File: config.mk
export PLATFORM = sky130hd
export DESIGN_NAME = pc_sequencer
export DESIGN_NICKNAME = d
export VERILOG_FILES = /design/src/rtl/pc_sequencer.sv
export SDC_FILE = /design/constraint.sdc
export NUM_CORES = 1
export LEC_CHECK = 0
export CORE_MARGIN = 2
export CORE_UTILIZATION = 53
export CTS_BUF_LIST = sky130_fd_sc_hd__clkbuf_8
export CTS_CLUSTER_SIZE = 10
export DETAILED_ROUTE_END_ITERATION = 8
export PLACE_DENSITY = 0.85
export SLEW_MARGIN = 0
export SYNTH_ARGS = -nofsm -noshare
export SYNTH_HDL_FRONTEND = slang
export SYNTH_SLANG_ARGS = --single-unit
export TNS_END_PERCENT = 1
File: constraint.sdc
create_clock -name clk -period 10.2 [get_ports clk]
set_clock_uncertainty 0.15 [all_clocks]
set_input_delay 2.04 -clock clk [delete_from_list [all_inputs] [get_ports clk]]
set_output_delay 2.04 -clock clk [all_outputs]
set_load 0.01 [all_outputs]
File: src/rtl/pc_sequencer.sv
// Fetch-stage program counter with boot cycle, stall, PC-relative/indirect redirect and misaligned-target trap.
// Optional 64-bit retired-instruction counter built when RETIRE_CNT_EN is defined.
module pc_sequencer #(
  parameter int                    DATA_WIDTH   = 32,
  parameter logic [DATA_WIDTH-1:0] RESET_VECTOR = 32'h0000_0000,
  parameter logic [DATA_WIDTH-1:0] TRAP_VECTOR  = 32'h0000_0100
) (
  input  logic                  clk,
  input  logic                  rst,
  input  logic                  stall,
  input  logic [1:0]            pc_src,
  input  logic [DATA_WIDTH-1:0] imm,
  input  logic [DATA_WIDTH-1:0] rs1,
  input  logic                  trap_ack,
  output logic [DATA_WIDTH-1:0] pc_o,
  output logic [DATA_WIDTH-1:0] pc_plus4_o,
  output logic                  fetch_valid_o,
  output logic                  trap_o,
  output logic [DATA_WIDTH-1:0] epc_o,
  output logic [DATA_WIDTH-1:0] badaddr_o,
  output logic [63:0]           retired_count_o
);

  typedef enum logic [1:0] {
    BOOT = 2'd0,
    RUN  = 2'd1,
    TRAP = 2'd2
  } state_t;

  localparam logic [DATA_WIDTH-1:0] FOUR     = DATA_WIDTH'(4);
  localparam logic [DATA_WIDTH-1:0] CLR_BIT0 = ~DATA_WIDTH'(1);

  state_t                  state_reg, state_next;
  logic [DATA_WIDTH-1:0]   pc_reg, pc_next;
  logic [DATA_WIDTH-1:0]   epc_reg, epc_next;
  logic [DATA_WIDTH-1:0]   badaddr_reg, badaddr_next;
  logic [DATA_WIDTH-1:0]   pc_plus4;
  logic [DATA_WIDTH-1:0]   target_rel;
  logic [DATA_WIDTH-1:0]   target_ind;
  logic [DATA_WIDTH-1:0]   target;
  logic                    misaligned;

  assign pc_plus4   = pc_reg + FOUR;
  assign target_rel = pc_reg + imm;
  assign target_ind = (rs1 + imm) & CLR_BIT0;

  // Sequential targets (including the reserved encoding) are never checked.
  always_comb begin
    target     = pc_plus4;
    misaligned = 1'b0;
    case (pc_src)
      2'b01: begin
        target     = target_rel;
        misaligned = |target_rel[1:0];
      end
      2'b10: begin
        target     = target_ind;
        misaligned = target_ind[1];
      end
      default: begin
        target     = pc_plus4;
        misaligned = 1'b0;
      end
    endcase
  end

  always_comb begin
    state_next   = state_reg;
    pc_next      = pc_reg;
    epc_next     = epc_reg;
    badaddr_next = badaddr_reg;
    case (state_reg)
      BOOT: state_next = RUN;
      RUN: begin
        if (!stall) begin
          if (misaligned) begin
            pc_next      = TRAP_VECTOR;
            epc_next     = pc_reg;
            badaddr_next = target;
            state_next   = TRAP;
          end else begin
            pc_next = target;
          end
        end
      end
      TRAP: begin
        if (trap_ack) state_next = RUN;
      end
      default: state_next = BOOT;
    endcase
  end

  always_ff @(posedge clk or posedge rst) begin
    if (rst) begin
      state_reg   <= BOOT;
      pc_reg      <= RESET_VECTOR;
      epc_reg     <= '0;
      badaddr_reg <= '0;
    end else begin
      state_reg   <= state_next;
      pc_reg      <= pc_next;
      epc_reg     <= epc_next;
      badaddr_reg <= badaddr_next;
    end
  end

`ifdef RETIRE_CNT_EN
  logic [63:0] retired_reg;
  logic        advance;

  assign advance = (state_reg == RUN) && !stall && !misaligned;

  always_ff @(posedge clk or posedge rst) begin
    if (rst) begin
      retired_reg <= '0;
    end else if (advance) begin
      retired_reg <= retired_reg + 64'd1;
    end
  end

  assign retired_count_o = retired_reg;
`else
  assign retired_count_o = '0;
`endif

  assign pc_o          = pc_reg;
  assign pc_plus4_o    = pc_plus4;
  assign fetch_valid_o = (state_reg == RUN);
  assign trap_o        = (state_reg == TRAP);
  assign epc_o         = epc_reg;
  assign badaddr_o     = badaddr_reg;

endmodule

==> results.tsv <==
stage	metric	value	unit
detailed_routing	first_pass_iters	5	
place	gp_congestion	0.947	
clocking	ctsHoldBuffers	0	
final_layout	final_nets	1387	
timing	hold_violations	0	
setup_path	cp-end-kind	output port	
outcome	status	completed	
timing	fin_ws	4.53	ns
die	core	15800	um^2
logic_synthesis	synthFlopType	dfrtp_1	
clocking	cts.sinks	98	
detailed_routing	postRouteWirelength	27400	um
clocking	postCtsSetupRepairBufs	0	
logic_synthesis	async_flop_share	100	%
timing	drv_slew	0	
power_and_ir_drop	power.leakage	4.70	nW
logic_synthesis	synth_seq_cells	98	
power_and_ir_drop	power	0.00249	W
global_route	grt_pass1_vias	8263	
timing	rsz0062_at_grt	false	
clocking	cts-root-buf	clkbuf_8	
place	placed_area	10400	um^2
die	dieArea	17200	um^2
clocking	clock_latency	0.38	ns
detailed_routing	drt_iter0_drc	838	
min_path	hp-start	epc_o[15]	
clocking	cts_tree	yes	
global_route	grt_max_degree	83	
logic_synthesis	syn_area	8580	um^2
min_path	holdPathEnd	epc_o[15]	
die	rows	46	
clocking	cts_buffer_depth	2	
setup_path	reg2reg_to	pc_o[30]	
final_layout	layout-drive-gt1-share	4.38	%
setup_path	cp_max_fo	8	
timing	fin_crit	5.67	ns
final_layout	area_growth	23.9	%
clocking	htree_levels	3	
timing	finalSetupViolCount	0	
setup_path	reg2reg_slack	6.58	ns
timing	fin_crit_sh	55.6	%
global_route	antenna_found_initial	0	
clocking	cts_buffers	9	
timing	worstMarginPinSlew	1.05	ns
die	dieWidth	131	um
detailed_routing	ant_nets	0	
final_layout	layout_commonest_cell	nand2_1	
detailed_routing	dr_total_vias	8633	
detailed_routing	vias_per_cell	5.86	
setup_path	required	8.01	ns
logic_synthesis	synth-edff-count	0	
global_route	track_usage	30.8	%
die	initial_core_util	54.2	%
power_and_ir_drop	powerDensity	234	nW/um^2
timing	fin_setup_tns	0	ns
setup_path	worstSetupPathType	register to output port	
power_and_ir_drop	vdd_drop_max	0.154	mV
place	port_buffers	199	
final_layout	antennaDiodeCount	0	
logic_synthesis	syn_inst	1081	
setup_path	reg2reg_depth	12	
die	die_y	131	um
setup_path	startpoint_type	register	
logic_synthesis	ys_seq_area_share	28.6	%
timing	maxSlewHeadroom	30.2	%
setup_path	arrival	3.48	ns
logic_synthesis	syn_area_per_cell	7.94	um^2
clocking	cts_resized	0	
setup_path	timing.rr.start	pc_o[0]	
clocking	clkTransAtPathRegs	0.10	ns
run	maxCapViolations	0	
min_path	hold_path.class	register to register	
logic_synthesis	yosys_warnings	0	
place	preCtsSetupSlack	4.39	ns
detailed_routing	wl_per_cell	18.6	um
timing	fmax	176	MHz
logic_synthesis	yosys.cell_types.count	77	
global_route	grt_overflow	0	
final_layout	final_cell_mix	214 x nand2_1, 199 x clkdlybuf4s50_1, 98 x dfrtp_1	
global_route	grt_pass1_wl	43100	um
place	dpl.hpwl	21300	um
final_layout	final_area	10600	um^2
die	io_pins	264	
detailed_routing	drc	0	
min_path	hold_depth	2	
Yosys cell counts (2+ instances only):
master,count,area (um^2)
o211a_1,2,20.0
o31ai_1,9,67.6
o2111ai_1,2,17.5
a2111oi_0,2,17.5
xor2_1,29,254
fa_1,2,40.0
mux2i_1,2,20.0
nand3_1,17,85.1
a21boi_0,5,37.5
and2_1,6,37.5
mux2_2,6,67.6
or2_2,4,25.0
buf_1,2,7.51
or3_1,5,31.3
dfrtp_1,98,2450
a21o_1,17,128
o21ai_2,2,17.5
a211oi_1,9,67.6
a221oi_1,11,96.3
o211ai_1,2,15.0
a21oi_1,87,435
clkbuf_1,35,131
ha_1,64,801
nor2_1,55,206
nand2b_1,10,62.6
buf_6,5,56.3
inv_1,20,75.1
a22oi_1,23,173
and3_1,11,68.8
o221ai_1,3,26.3
nand4_1,17,106
nor3_1,16,80.1
a31oi_1,9,56.3
o21bai_1,6,45.0
a31o_2,2,17.5
a22o_1,4,35.0
nand2_1,215,807
buf_4,68,510
xnor2_1,52,455
o21a_1,11,82.6
a32oi_1,2,17.5
o21ai_0,92,460
nor4_1,2,12.5
nor2b_1,7,43.8
metal layers:
metal	vias up	part of all wire, %	global-route usage [%]	wire (um)
met5	-	0	0	0
met4	0	4.7	15.3	1280
met3	85	8.9	6.06	2440
met2	475	46	49.6	12600
met1	4012	40	39.6	11000
li1	4061	-	-	-
area by class of cell:
type                            instances  area (um^2)
Sequential cell                        98         2450
Clock buffer                           10          138
Inverter                               21         81.3
Timing Repair Buffer                  206         2040
Multi-Input combinational cell        915         5580
Fill cell                            1305         5190
Clock inverter                          6         63.8
Tap cell                              216          270
logic make-up (layout without fill, tap and decap cells):
logic type / Yosys count / after routing / share of synthesized area, %
xor gates and xnor gates: 82 / 82 / 8.46
other: 1 / 64 / 0.0437
adders and majority gates: 66 / 66 / 9.80
muxes: 8 / 8 / 1.02
and+or+nand+nor: 378 / 378 / 19.7
AOI/OAI and AO/OA: 317 / 317 / 23.2
buffers and inverters: 131 / 243 / 9.14
DFF: 98 / 98 / 28.6
critical path, stage by stage (launching register included):
cell	delay, ns
dfrtp_1	0.57
and3_4	0.29
and4_4	0.26
nand3_4	0.10
or2_1	0.38
or3_2	0.56
nor2_1	0.14
xor2_1	0.23
clkdlybuf4s50_1	0.58
power by group:
| part | total [W] | internal [W] | switching [W] |
|---|---|---|---|
| clock | 0.000260 | 0.000120 | 0.000140 |
| sequential | 0.000766 | 0.000545 | 0.000222 |
| combinational | 0.00146 | 0.000720 | 0.000740 |
through the flow:
stage	utilization, %	instances	hold WS, ns
after floorplan	-	1144	0.315
after global placement	65.9	1456	0.310
after detailed placement	65.9	1456	0.313
after CTS	67.2	1472	0.337
after global routing	67.2	1472	0.365
final	67.2	1472	0.335
worst max-delay path by stage:
stage	slack, ns	cells after the start	startpoint	end
final	4.53	8	pc_o[4]	pc_plus4_o[29]
after global routing	4.41	8	pc_o[4]	pc_plus4_o[29]
after CTS	4.55	8	pc_o[4]	pc_plus4_o[29]
after detailed placement	4.39	10	pc_src[0]	badaddr_o[28]
after global placement	4.54	10	pc_src[0]	badaddr_o[30]
after floorplan	5.45	1	rst	badaddr_o[0]
No activity file was read; power rests on OpenSTA's default activity.
